`config.mk`:
```
export PLATFORM = sky130hd
export DESIGN_NAME = flash_cache_arbiter
export DESIGN_NICKNAME = d
export VERILOG_FILES = /design/src/rtl/flash_cache_arbiter.sv
export SDC_FILE = /design/constraint.sdc
export NUM_CORES = 1
export LEC_CHECK = 0
export ABC_AREA = 1
export CAP_MARGIN = 20
export CORE_MARGIN = 10
export CORE_UTILIZATION = 24
export DETAILED_ROUTE_END_ITERATION = 12
export MAX_ROUTING_LAYER = met4
export PLACE_DENSITY_LB_ADDON = 0.05
export SKIP_CTS_REPAIR_TIMING = 1
export SYNTH_ARGS = -nofsm -noshare
export SYNTH_HDL_FRONTEND = slang
export SYNTH_SLANG_ARGS = --single-unit
export TNS_END_PERCENT = 30
```
`constraint.sdc`:
```
create_clock -name wb_clk_i -period 2.6 [get_ports wb_clk_i]
set_input_delay 0.26 -clock wb_clk_i [delete_from_list [all_inputs] [get_ports wb_clk_i]]
set_output_delay 0.26 -clock wb_clk_i [all_outputs]
set_load 0.01 [all_outputs]
```
`src/rtl/flash_cache_arbiter.sv`:
```
// Two-requester arbiter for the flash cache read port.
// A grant is held until the owner's read completes or is abandoned. One
// RELEASE cycle then forces the cache inputs low before re-arbitration.
module flash_cache_arbiter #(
  parameter bit          ROUND_ROBIN = 1'b1,
  parameter logic [31:0] IDLE_DATA   = 32'hFFFFFFFF
) (
  input  logic        wb_clk_i,
  input  logic        wb_rst_i,
  // port 0 (typically the Wishbone flash interface)
  input  logic        r0_readEnable,
  input  logic [23:0] r0_address,
  input  logic [3:0]  r0_byteSelect,
  output logic [31:0] r0_dataRead,
  output logic        r0_busy,
  // port 1 (typically core instruction fetch)
  input  logic        r1_readEnable,
  input  logic [23:0] r1_address,
  input  logic [3:0]  r1_byteSelect,
  output logic [31:0] r1_dataRead,
  output logic        r1_busy,
  // shared cache read port
  output logic        flashCache_readEnable,
  output logic [23:0] flashCache_address,
  output logic [3:0]  flashCache_byteSelect,
  input  logic [31:0] flashCache_dataRead,
  input  logic        flashCache_busy,
  // status
  output logic [1:0]  owner
);

  localparam int unsigned ADDR_W  = 24;
  localparam int unsigned SEL_W   = 4;
  localparam int unsigned OWNER_W = 2;

  typedef enum logic [1:0] {
    IDLE    = 2'd0,
    OWN0    = 2'd1,
    OWN1    = 2'd2,
    RELEASE = 2'd3
  } state_t;

  state_t               state_q, state_d;
  logic                 last_owner_q, last_owner_d;
  logic [OWNER_W-1:0]   owner_d;

  // State, last-owner and owner-status registers
  always_ff @(posedge wb_clk_i) begin
    if (wb_rst_i) begin
      state_q      <= IDLE;
      last_owner_q <= 1'b1;
      owner        <= OWNER_W'(0);
    end else begin
      state_q      <= state_d;
      last_owner_q <= last_owner_d;
      owner        <= owner_d;
    end
  end

  // Next-state: arbitration in IDLE, release on completion or abandonment
  always_comb begin
    state_d      = state_q;
    last_owner_d = last_owner_q;
    unique case (state_q)
      IDLE: begin
        if (r0_readEnable && r1_readEnable) begin
          // Tie: round-robin hands the grant to whoever did not own last
          if (ROUND_ROBIN && !last_owner_q) begin
            state_d      = OWN1;
            last_owner_d = 1'b1;
          end else begin
            state_d      = OWN0;
            last_owner_d = 1'b0;
          end
        end else if (r0_readEnable) begin
          state_d      = OWN0;
          last_owner_d = 1'b0;
        end else if (r1_readEnable) begin
          state_d      = OWN1;
          last_owner_d = 1'b1;
        end
      end
      OWN0: begin
        if (!r0_readEnable || !flashCache_busy) state_d = RELEASE;
      end
      OWN1: begin
        if (!r1_readEnable || !flashCache_busy) state_d = RELEASE;
      end
      RELEASE: state_d = IDLE;
      default: state_d = IDLE;
    endcase
  end

  // Owner status follows the state being entered so it is registered
  always_comb begin
    owner_d = OWNER_W'(0);
    if (state_d == OWN0) owner_d = 2'b01;
    if (state_d == OWN1) owner_d = 2'b10;
  end

  // Data path: pass-through for the owner, idle levels for everyone else
  always_comb begin
    flashCache_readEnable = 1'b0;
    flashCache_address    = ADDR_W'(0);
    flashCache_byteSelect = SEL_W'(0);
    r0_busy               = 1'b1;
    r1_busy               = 1'b1;
    r0_dataRead           = IDLE_DATA;
    r1_dataRead           = IDLE_DATA;
    unique case (state_q)
      OWN0: begin
        flashCache_readEnable = r0_readEnable;
        flashCache_address    = r0_address;
        flashCache_byteSelect = r0_byteSelect;
        r0_busy               = flashCache_busy;
        r0_dataRead           = flashCache_dataRead;
      end
      OWN1: begin
        flashCache_readEnable = r1_readEnable;
        flashCache_address    = r1_address;
        flashCache_byteSelect = r1_byteSelect;
        r1_busy               = flashCache_busy;
        r1_dataRead           = flashCache_dataRead;
      end
      default: ;
    endcase
  end

endmodule

```
* After elaboration in Yosys (flattened, before gate mapping) *
Index checks and enable logic that the tools add are counted.

word-level totals
  word-level logic and storage cells = 39
  output and inout port bits = 97
  register bits after elaboration = 5
  input bits = 93

operators by class
  eq/ne operators = 5
  reductions and logical operators = 10
  multiplexer cells = 20

operator list
  operator              number
  $mux W32              2
  $pmux W24 S2          1
  $mux W2               7
  $pmux W2 S4           1
  $pmux W4 S2           1
  $mux W1               7
  $eq A2 B2 Y1 const B  3
  $eq A2 B1 Y1 const B  2
  $logic_not A1 Y1      3
  $reduce_bool A3 Y1    1
  $logic_not A2 Y1      1
  $logic_or A1 B1 Y1    2
  $pmux W1 S2           1
  $reduce_and A2 Y1     1
  $reduce_or A2 Y1      1
  $logic_and A1 B1 Y1   1

* Logic depth before layout (Yosys ltp) *
Gate-level depths: netlist of run 1.

  word-level depth = 7
  gate-level depth with buffers = 9
  mapped depth without buffers = 8

* Worst setup path before layout of run 1 *
OpenSTA, ideal clock, no wires.

  path type = reg2out
  start = reg state_q[1]
  end = out flashCache_address[10]
  slack = 1.058 ns
  cell stages (with the launch flop) = 7
  path buffers = 2
  required time = 2.340 ns
  arrival time = 1.282 ns
  cell sequence = dfxtp_1 > inv_1 > ha_1 > inv_1 > buf_2 > buf_4 > a21oi_1

on the way
  cells in the longest elaborated chain, start to end = 2
  elaborated cells on any way between the ends = 3
  those cells by class = eq/ne (2); mux (1)

RTL lines
  what                                          RTL line  source
  start: declaration                            43        state_t state_q, state_d;
  start signal: assignment                      54        state_q <= state_d;
  $eq A2 B2 Y1 or $eq A2 B1 Y1 (tied branches)  110       unique case (state_q)
  $pmux W24 S2 (*)                              110
  end: declaration                              24        output logic [23:0] flashCache_address,

Every way passes the cells marked *; elsewhere a longest branch is shown, timed or not.

* Final worst setup path of run 1 *
  start = reg state_q[1]
  end = out flashCache_byteSelect[2]

on the way
  cells in the longest elaborated chain, start to end = 2
  elaborated cells on any way between the ends = 3
  those cells by class = eq/ne (2); mux (1)

RTL lines
  what                                          RTL line  source
  $eq A2 B2 Y1 or $eq A2 B1 Y1 (tied branches)  110
  $pmux W4 S2 (*)                               110
  end: declaration                              25        output logic [3:0] flashCache_byteSelect,

Marked as above.

==> run_results.csv, run 1 <==
group,metric,value,unit
run_status,status,"finished, final reports clean",
synth,netlist_instances,246,
global_routing,grtUsageTotal,18.5,%
synth,synth.area.top_cells,"nand2_1 41%, inv_1 14%, a21oi_1 12%, dfxtp_1 8.5%, ha_1 6.4%",
synth,syn_nets,345,
cts,clk_latency,0.22,ns
power,powerDensity,629,nW/um^2
power,cell_internal_pwr,1.07,mW
global_routing,grt_first_pass_wirelength,11900,microns
sta,skew,0.00240,ns
min_path,hold_class,"reg2reg",
route,drt_iter0_markers,70,
cts,cts-root-buf,"clkbuf_8",
synth,synthArstFlopShare,0,%
sta,fin_ws,0.207,ns
finish,final_common_cell,"clkdlybuf4s50_1",
die,dieArea,8090,sq um
sta,fmax,0.418,GHz
power,power.switching,0.906,mW
cts,cts_buffer_depth,2,
die,coreArea,4720,sq um
synth,syn_area,1170,sq um
placed_design,dp_slack,0.436,ns
cts,cts_buffers,3,
sta,max_slew_margin,77.4,%
finish,antenna_cells,0,
die,rows,25,
power,seq_power_share,6.1,%
die,ios,190,
synth,yosys_warnings,0,
sta,tightest_slew,0.339,ns
finish,syn2layout_area_growth,168,%
global_routing,grt_overflow,0,
setup_path,critPathKind,"reg2out",
cts,clock-sinks,5,
sta,fin_crit,2.39,ns
global_routing,grt_max_degree,64,
route,antenna_left,0,
setup_path,crit_arrival,2.13,ns
run,maxCapViolCount,0,
finish,final_cell_mix,"189 x clkdlybuf4s50_1, 129 x nand2_1, 45 x inv_1",
power,p_leak,1.31,nW
power,switching_share,45.9,%
global_routing,grt_pass1_vias,1982,
placed_design,portBuffers,189,
sta,slew_violations,0,
cts,cts_tree,"done",
sta,hold_viol,0,
power,peakVddDrop,0.485,mV
placed_design,place.gp.congestion,0.825,
setup_path,required,2.34,ns
finish,drive_above_1_share,3.04,%
route,wire_per_inst,16.0,microns
synth,ys_types,16,
sta,finalSetupViolations,0,
power,power_frac_comb,86.5,%
finish,fin_nets,527,
synth,yosys.area.top_type,"nand2_1",
route,wirelength,7930,microns
sta,post-route-period-util,92.0,%
power,clock_power_share,7.4,%
die,start_util,24.8,%
synth,ys_ff_latch,5,
synth,yosys_most_used_dff,"dfxtp_1",
setup_path,crit_fanout,18,
route,dr.pass1.iters,4,
placed_design,place_hpwl,6870,microns
route,vias,2068,
setup_path,end_kind,"primary output",
synth,synth-edff-count,0,
synth,ys_seq_area_share,8.53,%
setup_path,start_kind,"register",
global_routing,antenna_found_initial,0,
route,route.detailed.drc,0,
cts,path_clk_slew,0.04,ns
die,dieHeight,89.9,microns
cts,cts_htree_levels,1,
route,vias_per_cell,4.19,
die,die_w,89.9,microns
sta,grt_setup_unrepaired,"no",
synth,yosysTopAreaCellShare,41.3,%
sta,tns,0,ns
synth,synth.avg_cell_area,4.77,sq um
==> final cells by class <==
cell class / count / area, sq um
multi-input cells: 179 / 788
flip-flops and latches: 5 / 100
fillers: 450 / 1580
clock buffers: 4 / 45.0
repair buffers: 194 / 1950
inverters: 45 / 169
well taps: 67 / 83.8
==> per-layer routing <==
metal / share of wire (%) / vias up / global-route usage [%]
li1: - / 1080 / -
met1: 43 / 884 / 20.7
met2: 51 / 100 / 33.6
met4: 0.71 / 0 / 2.39
met3: 6.1 / 4 / 3.91
met5: 0 / - / -
==> sequential cells by signal, indices dropped and copies added (netlist names) <==
signal and flops:
last_owner_q 1, state_q 2, owner 2
==> power groups by stage <==
stage | Sequential, mW | Clock, mW | Combinational (mW)
2_1_floorplan | 0.125 | 0 | 0.837
3_3_place_gp | 0.120 | 0 | 1.72
3_5_place_dp | 0.122 | 0 | 1.74
4_1_cts | 0.121 | 0.150 | 1.74
5_1_grt | 0.123 | 0.153 | 1.87
6_report | 0.121 | 0.146 | 1.71
==> synthesized netlist by cell type (2+ instances only) <==
cell     number
nor2_1        2
o21ai_1       2
buf_4         5
nand2_2       2
buf_2         7
nand3_1       5
dfxtp_1       5
buf_6         4
nand2_1     129
a21oi_1      29
o21ai_0       2
ha_1          6
inv_1        45
==> path summary, 6_finish.rpt <==
check                            startpoint  slack [ns]  cells after the start                        end
setup / recovery      state_q[1]$_SDFF_PP0_        0.21                      6   flashCache_byteSelect[2]
hold / removal    last_owner_q$_SDFFE_PP1P_        0.53                      2  last_owner_q$_SDFFE_PP1P_
setup reg to reg      state_q[1]$_SDFF_PP0_        1.19                      7        owner[1]$_SDFF_PP0_
hold reg to reg   last_owner_q$_SDFFE_PP1P_        0.53                      2  last_owner_q$_SDFFE_PP1P_
==> critical path, cell delays in order (launching register included) <==
cell             delay, ns
dfxtp_1               0.39
inv_1                 0.12
ha_1                  0.28
inv_1                 0.27
buf_4                 0.29
a21oi_1               0.07
clkdlybuf4s50_1       0.49
==> cell families (layout without fill, tap and decap cells) <==
| group | after synthesis | in the layout | synth area share, % |
|---|---|---|---|
| AOI/OAI and AO/OA | 34 | 34 | 14.7 |
| DFF | 5 | 5 | 8.53 |
| and+or+nand+nor | 139 | 139 | 45.6 |
| adders and majority gates | 6 | 6 | 6.40 |
| buffers and inverters | 62 | 243 | 24.7 |
==> through the flow <==
step	hold WS, ns	power, mW	instances	util, %	cell area, sq um
after CTS	0.532	2.01	494	66.5	3140
final	0.530	1.97	494	66.5	3140
after global routing	0.577	2.14	494	66.5	3140
after detailed placement	0.527	1.86	490	65.5	3100
after global placement	0.483	1.84	490	65.5	3100
after floorplan	0.416	0.962	246	-	1170
Note: power is estimated with default switching activity, not from simulation.
==> inputs of run 2 (changes only) <==
CORE_UTILIZATION = 20   (was 24)
HOLD_SLACK_MARGIN = 0.06   (was unset)
clock period = 2.1 ns   (was 2.6 ns; I/O delays follow)
==> run 2 against run 1 <==
Against the previous run:
- count of clock-buffer cells in the layout is the same
- cell area grew 5.7%
- total power grew 32%
- first-iteration DRC count shrank 36%
- worst setup slack lost 0.021 ns
- global-route usage shrank 2.6 points
- critical path type unchanged
- critical endpoint is now r1_dataRead[12]
==> run_results.csv, run 2 (synthesis gave the netlist of run 1 again) <==
group,metric,value,unit
finish,final_cell_mix,"160 x clkdlybuf4s50_1, 129 x nand2_1, 44 x inv_1",
sta,fmax,0.523,GHz
cts,cts_tree,"done",
route,vias_per_cell,4.10,
sta,tightest_slew,0.203,ns
power,peakVddDrop,0.640,mV
power,powerDensity,783,nW/um^2
setup_path,end_kind,"primary output",
cts,cts_buffers,3,
global_routing,grt_max_degree,52,
placed_design,portBuffers,189,
die,dieHeight,96.6,microns
cts,path_clk_slew,0.04,ns
route,antenna_left,0,
sta,finalSetupViolations,0,
setup_path,start_kind,"register",
route,m1WireLength,3460,microns
die,rows,27,
placed_design,place.gp.congestion,0.784,
sta,tns,0,ns
die,ios,190,
sta,grt_setup_unrepaired,"no",
finish,final_common_cell,"clkdlybuf4s50_1",
setup_path,crit_fanout,25,
setup_path,crit_arrival,1.70,ns
cts,clk_latency,0.22,ns
finish,largestRegisters,"owner x2, state_q x2, last_owner_q x1",
global_routing,grt_first_pass_wirelength,12000,microns
cts,clock-sinks,5,
die,die_w,96.6,microns
finish,fin_nets,531,
finish,drive_above_1_share,4.41,%
finish,stdcell_count,503,
route,wl_met2,4200,microns
route,dr.max_layer_used,"met4",
die,start_util,20.9,%
setup_path,critPathKind,"reg2out",
route,drt_iter0_markers,45,
sta,skew,0.00426,ns
route,wirelength,8240,microns
cts,cts_htree_levels,1,
die,coreArea,5610,sq um
sta,fin_ws,0.186,ns
global_routing,grt_overflow,0,
placed_design,dp.cells,497,
die,dieArea,9330,sq um
finish,syn2layout_area_growth,183,%
route,route.detailed.drc,0,
cts,cts_buffer_depth,2,
run,maxCapViolCount,0,
run_status,status,"finished, final reports clean",
setup_path,required,1.89,ns
route,wire_per_inst,16.4,microns
global_routing,grt_pass1_vias,2011,
finish,utilization,59.2,%
finish,fillers,538,
sta,hold_viol,0,
sta,slew_violations,0,
route,wl_met3,564,microns
placed_design,dp_slack,0.115,ns
min_path,hold_class,"reg2reg",
placed_design,place_hpwl,6690,microns
route,vias,2063,
route,dr.pass1.iters,4,
sta,max_slew_margin,86.4,%
sta,fin_crit,1.91,ns
sta,post-route-period-util,91.1,%
global_routing,antenna_found_initial,0,
cts,cts-root-buf,"clkbuf_8",
global_routing,grtUsageTotal,15.9,%
power,p_leak,1.86,nW
power,total_power,2.60,mW
finish,antenna_cells,0,
run 2: changes by cell type in the layout (fill, tap and decap cells not counted), sizes merged:
cell and change:
clkdlybuf4s50 -29, dlymetal6s2s +29, buf +2, clkbuf +2
run 2: per-stage QoR:
stage	instance area, sq um	hold WS, ns
CTS	3170	0.518
finish	3320	0.513
global route	3320	0.534
detailed placement	3130	0.509
floorplan	1170	0.366
global placement	3130	0.493
run 2: power by group:
part | internal (mW) | total [mW] | switching, mW
clock | 0.130 | 0.178 | 0.0481
sequential | 0.130 | 0.149 | 0.0183
combinational | 1.15 | 2.27 | 1.12
total | 1.41 | 2.60 | 1.19
run 2: final timing paths:
path / from / end / slack (ns) / depth (start not counted)
worst max-delay path: state_q[0]$_SDFF_PP0_ / r1_dataRead[12] / 0.19 / 5
worst min-delay path: last_owner_q$_SDFFE_PP1P_ / last_owner_q$_SDFFE_PP1P_ / 0.51 / 2
worst max register to register: state_q[0]$_SDFF_PP0_ / state_q[0]$_SDFF_PP0_ / 0.81 / 9
worst min register to register: last_owner_q$_SDFFE_PP1P_ / last_owner_q$_SDFFE_PP1P_ / 0.51 / 2
run 2: final cells by class:
class | count | area, sq um | area share [%]
sequential | 5 | 101 | 3.05
multi-input combinational | 179 | 808 | 24.4
timing repair buffer | 198 | 2100 | 63.4
inverter | 45 | 169 | 5.09
clock buffer | 4 | 45.0 | 1.36
tap | 72 | 90.1 | 2.71
run 2: metal layers:
metal | global-route usage (%) | vias up
met1 | 17.9 | 872
met4 | 2.03 | 0
met5 | - | -
met3 | 3.48 | 2
li1 | - | 1088
met2 | 28.6 | 101
run 2: worst max-delay path, stage by stage, from the launching register on:
cell and delay [ns]:
dfxtp_2 0.37, inv_2 0.09, ha_4 0.19, clkbuf_16 0.19, nand2_1 0.08, clkdlybuf4s50_1 0.57
